`config.mk`:
```
export PLATFORM = sky130hd
export DESIGN_NAME = glove_tracker
export DESIGN_NICKNAME = d
export VERILOG_FILES = /design/src/rtl/glove_tracker.sv
export SDC_FILE = /design/constraint.sdc
export NUM_CORES = 1
export LEC_CHECK = 0
export BUFFER_PORTS_ARGS = -buffer_cell sky130_fd_sc_hd__buf_2
export CAP_MARGIN = 10
export CORE_MARGIN = 3
export CORE_UTILIZATION = 34
export DETAILED_ROUTE_END_ITERATION = 16
export GPL_TIMING_DRIVEN = 0
export PLACE_DENSITY = 0.53
export SKIP_LAST_GASP = 1
export SLEW_MARGIN = 5
export SYNTH_ARGS = -nofsm -noshare
export SYNTH_HDL_FRONTEND = slang
export SYNTH_SLANG_ARGS = --single-unit
```
`constraint.sdc`:
```
create_clock -name clk -period 4.55 [get_ports clk]
set_clock_uncertainty 0.05 [all_clocks]
set_input_delay 0.6825 -clock clk [delete_from_list [all_inputs] [get_ports clk]]
set_output_delay 0.6825 -clock clk [all_outputs]
set_load 0.01 [all_outputs]
```
`src/rtl/glove_tracker.sv`:
```
// Per-glove conditioning: EMA-smoothed position, debounced hand-closed level,
// tracking-loss detection and a cooldown FSM that gates can_catch after a release.
module glove_tracker #(
    parameter int DEBOUNCE_CYCLES = 270000,
    parameter int COOLDOWN_CYCLES = 13500000,
    parameter int LOST_CYCLES     = 2700000,
    parameter int SMOOTH_SHIFT    = 2
) (
    input  logic        clk,
    input  logic        reset,
    input  logic [15:0] raw_x,
    input  logic [15:0] raw_y,
    input  logic        raw_valid,
    input  logic        raw_closed,
    output logic [15:0] glove_x,
    output logic [15:0] glove_y,
    output logic        glove_closed,
    output logic        can_catch,
    output logic        track_lost,
    output logic [1:0]  fsm_state
);

    localparam int DEB_W  = $clog2(DEBOUNCE_CYCLES + 1);
    localparam int LOST_W = $clog2(LOST_CYCLES + 1);
    localparam int CD_W   = $clog2(COOLDOWN_CYCLES + 1);

    localparam logic [DEB_W-1:0]  DEB_LAST = DEB_W'(DEBOUNCE_CYCLES - 1);
    localparam logic [LOST_W-1:0] LOST_MAX = LOST_W'(LOST_CYCLES);
    localparam logic [CD_W-1:0]   CD_LOAD  = CD_W'(COOLDOWN_CYCLES - 1);

    typedef enum logic [1:0] {
        READY    = 2'd0,
        HOLDING  = 2'd1,
        COOLDOWN = 2'd2
    } state_t;

    logic signed [16:0] diff_x, diff_y, step_x, step_y;
    logic [LOST_W-1:0]  lost_cnt;
    logic               next_lost;
    logic               sync_meta, sync_level;
    logic [DEB_W-1:0]   deb_cnt;
    state_t             state, next_state;
    logic [CD_W-1:0]    cd_cnt, next_cd;

    // The 17-bit difference keeps the sign; the shifted step never overshoots raw.
    always_comb begin
        diff_x = $signed({1'b0, raw_x}) - $signed({1'b0, glove_x});
        diff_y = $signed({1'b0, raw_y}) - $signed({1'b0, glove_y});
        step_x = diff_x >>> SMOOTH_SHIFT;
        step_y = diff_y >>> SMOOTH_SHIFT;
    end

    always_ff @(posedge clk or posedge reset) begin
        if (reset) begin
            glove_x <= '0;
            glove_y <= '0;
        end else if (raw_valid) begin
            if (track_lost) begin
                glove_x <= raw_x;
                glove_y <= raw_y;
            end else begin
                glove_x <= glove_x + step_x[15:0];
                glove_y <= glove_y + step_y[15:0];
            end
        end
    end

    assign next_lost = raw_valid ? 1'b0 : (track_lost || (lost_cnt == LOST_MAX - 1'b1));

    always_ff @(posedge clk or posedge reset) begin
        if (reset) begin
            lost_cnt   <= '0;
            track_lost <= 1'b1;
        end else begin
            track_lost <= next_lost;
            if (raw_valid)
                lost_cnt <= '0;
            else if (lost_cnt != LOST_MAX)
                lost_cnt <= lost_cnt + 1'b1;
        end
    end

    always_ff @(posedge clk or posedge reset) begin
        if (reset) begin
            sync_meta    <= 1'b0;
            sync_level   <= 1'b0;
            deb_cnt      <= '0;
            glove_closed <= 1'b0;
        end else begin
            sync_meta  <= raw_closed;
            sync_level <= sync_meta;
            if (sync_level == glove_closed) begin
                deb_cnt <= '0;
            end else if (deb_cnt == DEB_LAST) begin
                glove_closed <= ~glove_closed;
                deb_cnt      <= '0;
            end else begin
                deb_cnt <= deb_cnt + 1'b1;
            end
        end
    end

    // HOLDING keeps can_catch high: the consumer sees the close edge two cycles late.
    always_comb begin
        next_state = state;
        next_cd    = cd_cnt;
        case (state)
            READY:    if (glove_closed) next_state = HOLDING;
            HOLDING:  if (!glove_closed) begin
                          next_state = COOLDOWN;
                          next_cd    = CD_LOAD;
                      end
            COOLDOWN: if (cd_cnt == '0) next_state = glove_closed ? HOLDING : READY;
                      else next_cd = cd_cnt - 1'b1;
            default:  next_state = READY;
        endcase
    end

    always_ff @(posedge clk or posedge reset) begin
        if (reset) begin
            state     <= READY;
            cd_cnt    <= '0;
            can_catch <= 1'b0;
        end else begin
            state     <= next_state;
            cd_cnt    <= next_cd;
            can_catch <= (next_state != COOLDOWN) && !next_lost;
        end
    end

    assign fsm_state = state;

endmodule

```
==> flow_summary.yaml <==
timing:
  setup_viol: 0
  max-slew-margin-rel: 0.5170
  min_period_ps: 4323
  fmax_ghz: 0.2313
  rsz0062_at_grt: "true"
  setup_tns_ps: 0
  tightest_slew_ps: 717.9
  min_period_over_period: 0.9500
  finalWorstSetupSlack_ps: 227.4
  hold_viol: 0
  slew_viol_final: 0
synthesis:
  synthFlopType: "dfrtp_1"
  synthesis.nets: 946
  synthArstFlopShare: 1.000
  synthesis.area_um2: 7332
  synth_edf_count: 0
  syn_inst: 840
  yosys_warnings: 0
  ys_seq_area_frac: 0.3551
  avgSynthCellArea_um2: 8.729
  ys_ff_latch: 104
  ys_types: 61
pwr:
  power_mw: 6.601
  power_density_nw_per_um2: 786.4
  p_leak_nw: 3.947
  vdd_drop_max_uv: 485.8
worst_setup_path:
  endpoint_kind: "flip-flop"
  crit_required_ps: 4750
  crit_slowest_cell: "a2111oi_4"
  arrival_ps: 4520
  crit_type: "in2reg"
  reg2regPathDepth: 18
  crit_fanout: 5
  crit_end: "glove_x[15]$_DFFE_PP0P_"
  ff2ff_setup_slack_ps: 230
  crit_path_start: "raw_x[2]"
  r2r_start: "glove_x[1]$_DFFE_PP0P_"
  cp_slowest_stage_delay_ps: 390
  r2r-end: "glove_x[15]$_DFFE_PP0P_"
  crit_chain: "buf_2 > ha_1 > or2_2 > and3_1 > a31o_2 > a21oi_2 > nor2b_1 > o21a_1 > nor2_1 > xnor2_1 > ha_1 > and3_1 > a2111oi_4 > o211ai_1 > a41o_1 > xnor2_1 > nor3_1 > a211o_1"
  cp-start-kind: "primary input"
final_layout:
  final_cell_mix: "dfrtp_1, nor2_1, nand2_1"
  stdcell_area_um2: 8394
  area_growth_pct: 14.49
  fin_nets: 1031
  final_util: 0.3981
  final_common_cell: "dfrtp_1"
  diodes: 0
  layout-drive-gt1-share: 0.1313
clocking:
  numCtsBuffers: 9
  cts_sinks: 104
  clockRootBuffer: "clkbuf_16"
  clock_path_buffers: 2
  h-tree-depth: 3
  clock_latency_ps: 350
  cts_tree: "built"
  clkTransAtPathRegs_ps: 80
placed_design:
  placed_cell_area_um2: 8064
  hpwlAfterDp_mm: 13.52
  post-place-ws_ps: -330.2
  place_congestion: 0.7816
  io_buffers: 71
global_routing:
  grt_pass1_wl_mm: 29.80
  grt_max_degree: 73
  gr-usage-met1: 0.2025
  grt_use_met3: 0.03341
  grt-ovfl-total: 0
  busiest_layer: "met2"
  grt_pass1_vias: 5971
  globalRouteTotalUtil: 0.1547
  antenna_found_initial: 1
  met2_usage: 0.2641
drt:
  viasPerCell: 5.038
  drtIter0Drc: 222
  routed_wl_mm: 17.93
  dr.pass1.iters: 4
  dr_total_vias: 6066
  detail-route-antenna-nets: 0
  drc: 0
  wl_per_cell_um: 14.89
die:
  initial_core_util: 0.3477
  num_rows: 53
  die-area_um2: 23360
  die_w_um: 152.9
  pin_count: 73
  fp.dieH_um: 152.9
  fp.coreArea_um2: 21090
run:
  drv_cap: 0
run_status:
  status: "finished clean"
worst_hold_path:
  min_path_type: "in2async"
## state kept, by name, indices dropped and copies added, names as in the netlist
register and cells:
cd_cnt 24, lost_cnt 22, deb_cnt 19, glove_x 16, glove_y 16, fsm_state 2, can_catch 1, glove_closed 1
sync_level 1, sync_meta 1, track_lost 1
## logic make-up (layout without fill, tap and decap cells)
family                     Yosys count  in the layout  share of synthesized area
AOI/OAI and AO/OA                  181            181                     0.1573
xor gates and xnor gates            91             91                     0.1087
adders and majority gates           70             70                     0.1215
buffers and inverters               64            153                    0.03293
DFF                                104            104                     0.3551
muxes                                6              6                   0.008362
and+or+nand+nor                    324            324                     0.2160
## routing by layer
layer / vias to the layer above / wire length (um)
li1: 3115 / -
met1: 2832 / 8599
met2: 101 / 8561
met3: 16 / 583
met4: 2 / 169
met5: - / 13
## synthesized netlist by cell type, types with 13 or more instances
| cell type | n | area, um^2 |
|---|---|---|
| a21o_1 | 18 | 135.1 |
| dfrtp_1 | 103 | 2577 |
| a21oi_1 | 45 | 225.2 |
| nand2_1 | 83 | 311.6 |
| and3_1 | 13 | 81.33 |
| ha_1 | 68 | 850.8 |
| xor2_1 | 42 | 367.9 |
| nand3_1 | 21 | 105.1 |
| clkbuf_1 | 17 | 63.81 |
| nor3_1 | 24 | 120.1 |
| xnor2_1 | 49 | 429.2 |
| nor2_1 | 94 | 352.8 |
| inv_1 | 44 | 165.2 |
| or3_1 | 16 | 100.1 |
| o21a_1 | 13 | 97.59 |
| o21ai_0 | 52 | 260.3 |
| nand4_1 | 15 | 93.84 |
## through the flow
step | hold slack, ps | cells
after CTS | 256.0 | 1202
after floorplan | 281.2 | 840
after global placement | 291.9 | 1186
final | 254.5 | 1204
after global routing | 267.6 | 1204
after detailed placement | 291.9 | 1187
## power breakdown
part           leakage, nW  internal (mW)  total (mW)  switching, mW
logic                 2.45           2.13        4.59           2.46
registers             1.37           1.10        1.26          0.154
clock network        0.130          0.377       0.757          0.380
total                 3.95           3.61        6.60           2.99
## area by class of cell
class	instances	area (um^2)
Fill cell	2179	12690
Multi-Input combinational cell	672	4523
Sequential cell	104	2605
Timing Repair Buffer	74	397.9
Tap cell	275	344.1
Clock buffer	9	225.2
Inverter	44	170.2
Buffer	20	76.32
Clock inverter	6	52.55
## worst min-delay path by stage
stage                                        end                start  cells past startpoint
after floorplan             sync_level$_DFF_PP0_  sync_meta$_DFF_PP0_                      0
after global placement      sync_level$_DFF_PP0_  sync_meta$_DFF_PP0_                      0
after detailed placement    sync_level$_DFF_PP0_  sync_meta$_DFF_PP0_                      0
after CTS                 fsm_state[0]$_DFF_PP0_                reset                      2
after global routing       cd_cnt[8]$_DFFE_PP0P_                reset                      2
final                     cd_cnt[20]$_DFFE_PP0P_                reset                      2
## critical path: cells and delay by family
family	cells	cell delay, ps
buffers and inverters	1	110
xor gates and xnor gates	2	320
and+or+nand+nor	6	1040
adders and majority gates	2	620
AOI/OAI and AO/OA	7	1760
## timing repair
item,4_1_cts,5_1_grt
pin swaps,0,2
setup endpoints to repair,1,2
buffers inserted,0,2
resized for setup,1,5
endpoints found under the hold margin,0,0
hold buffers,0,0
(Power assumes the default switching activity.)
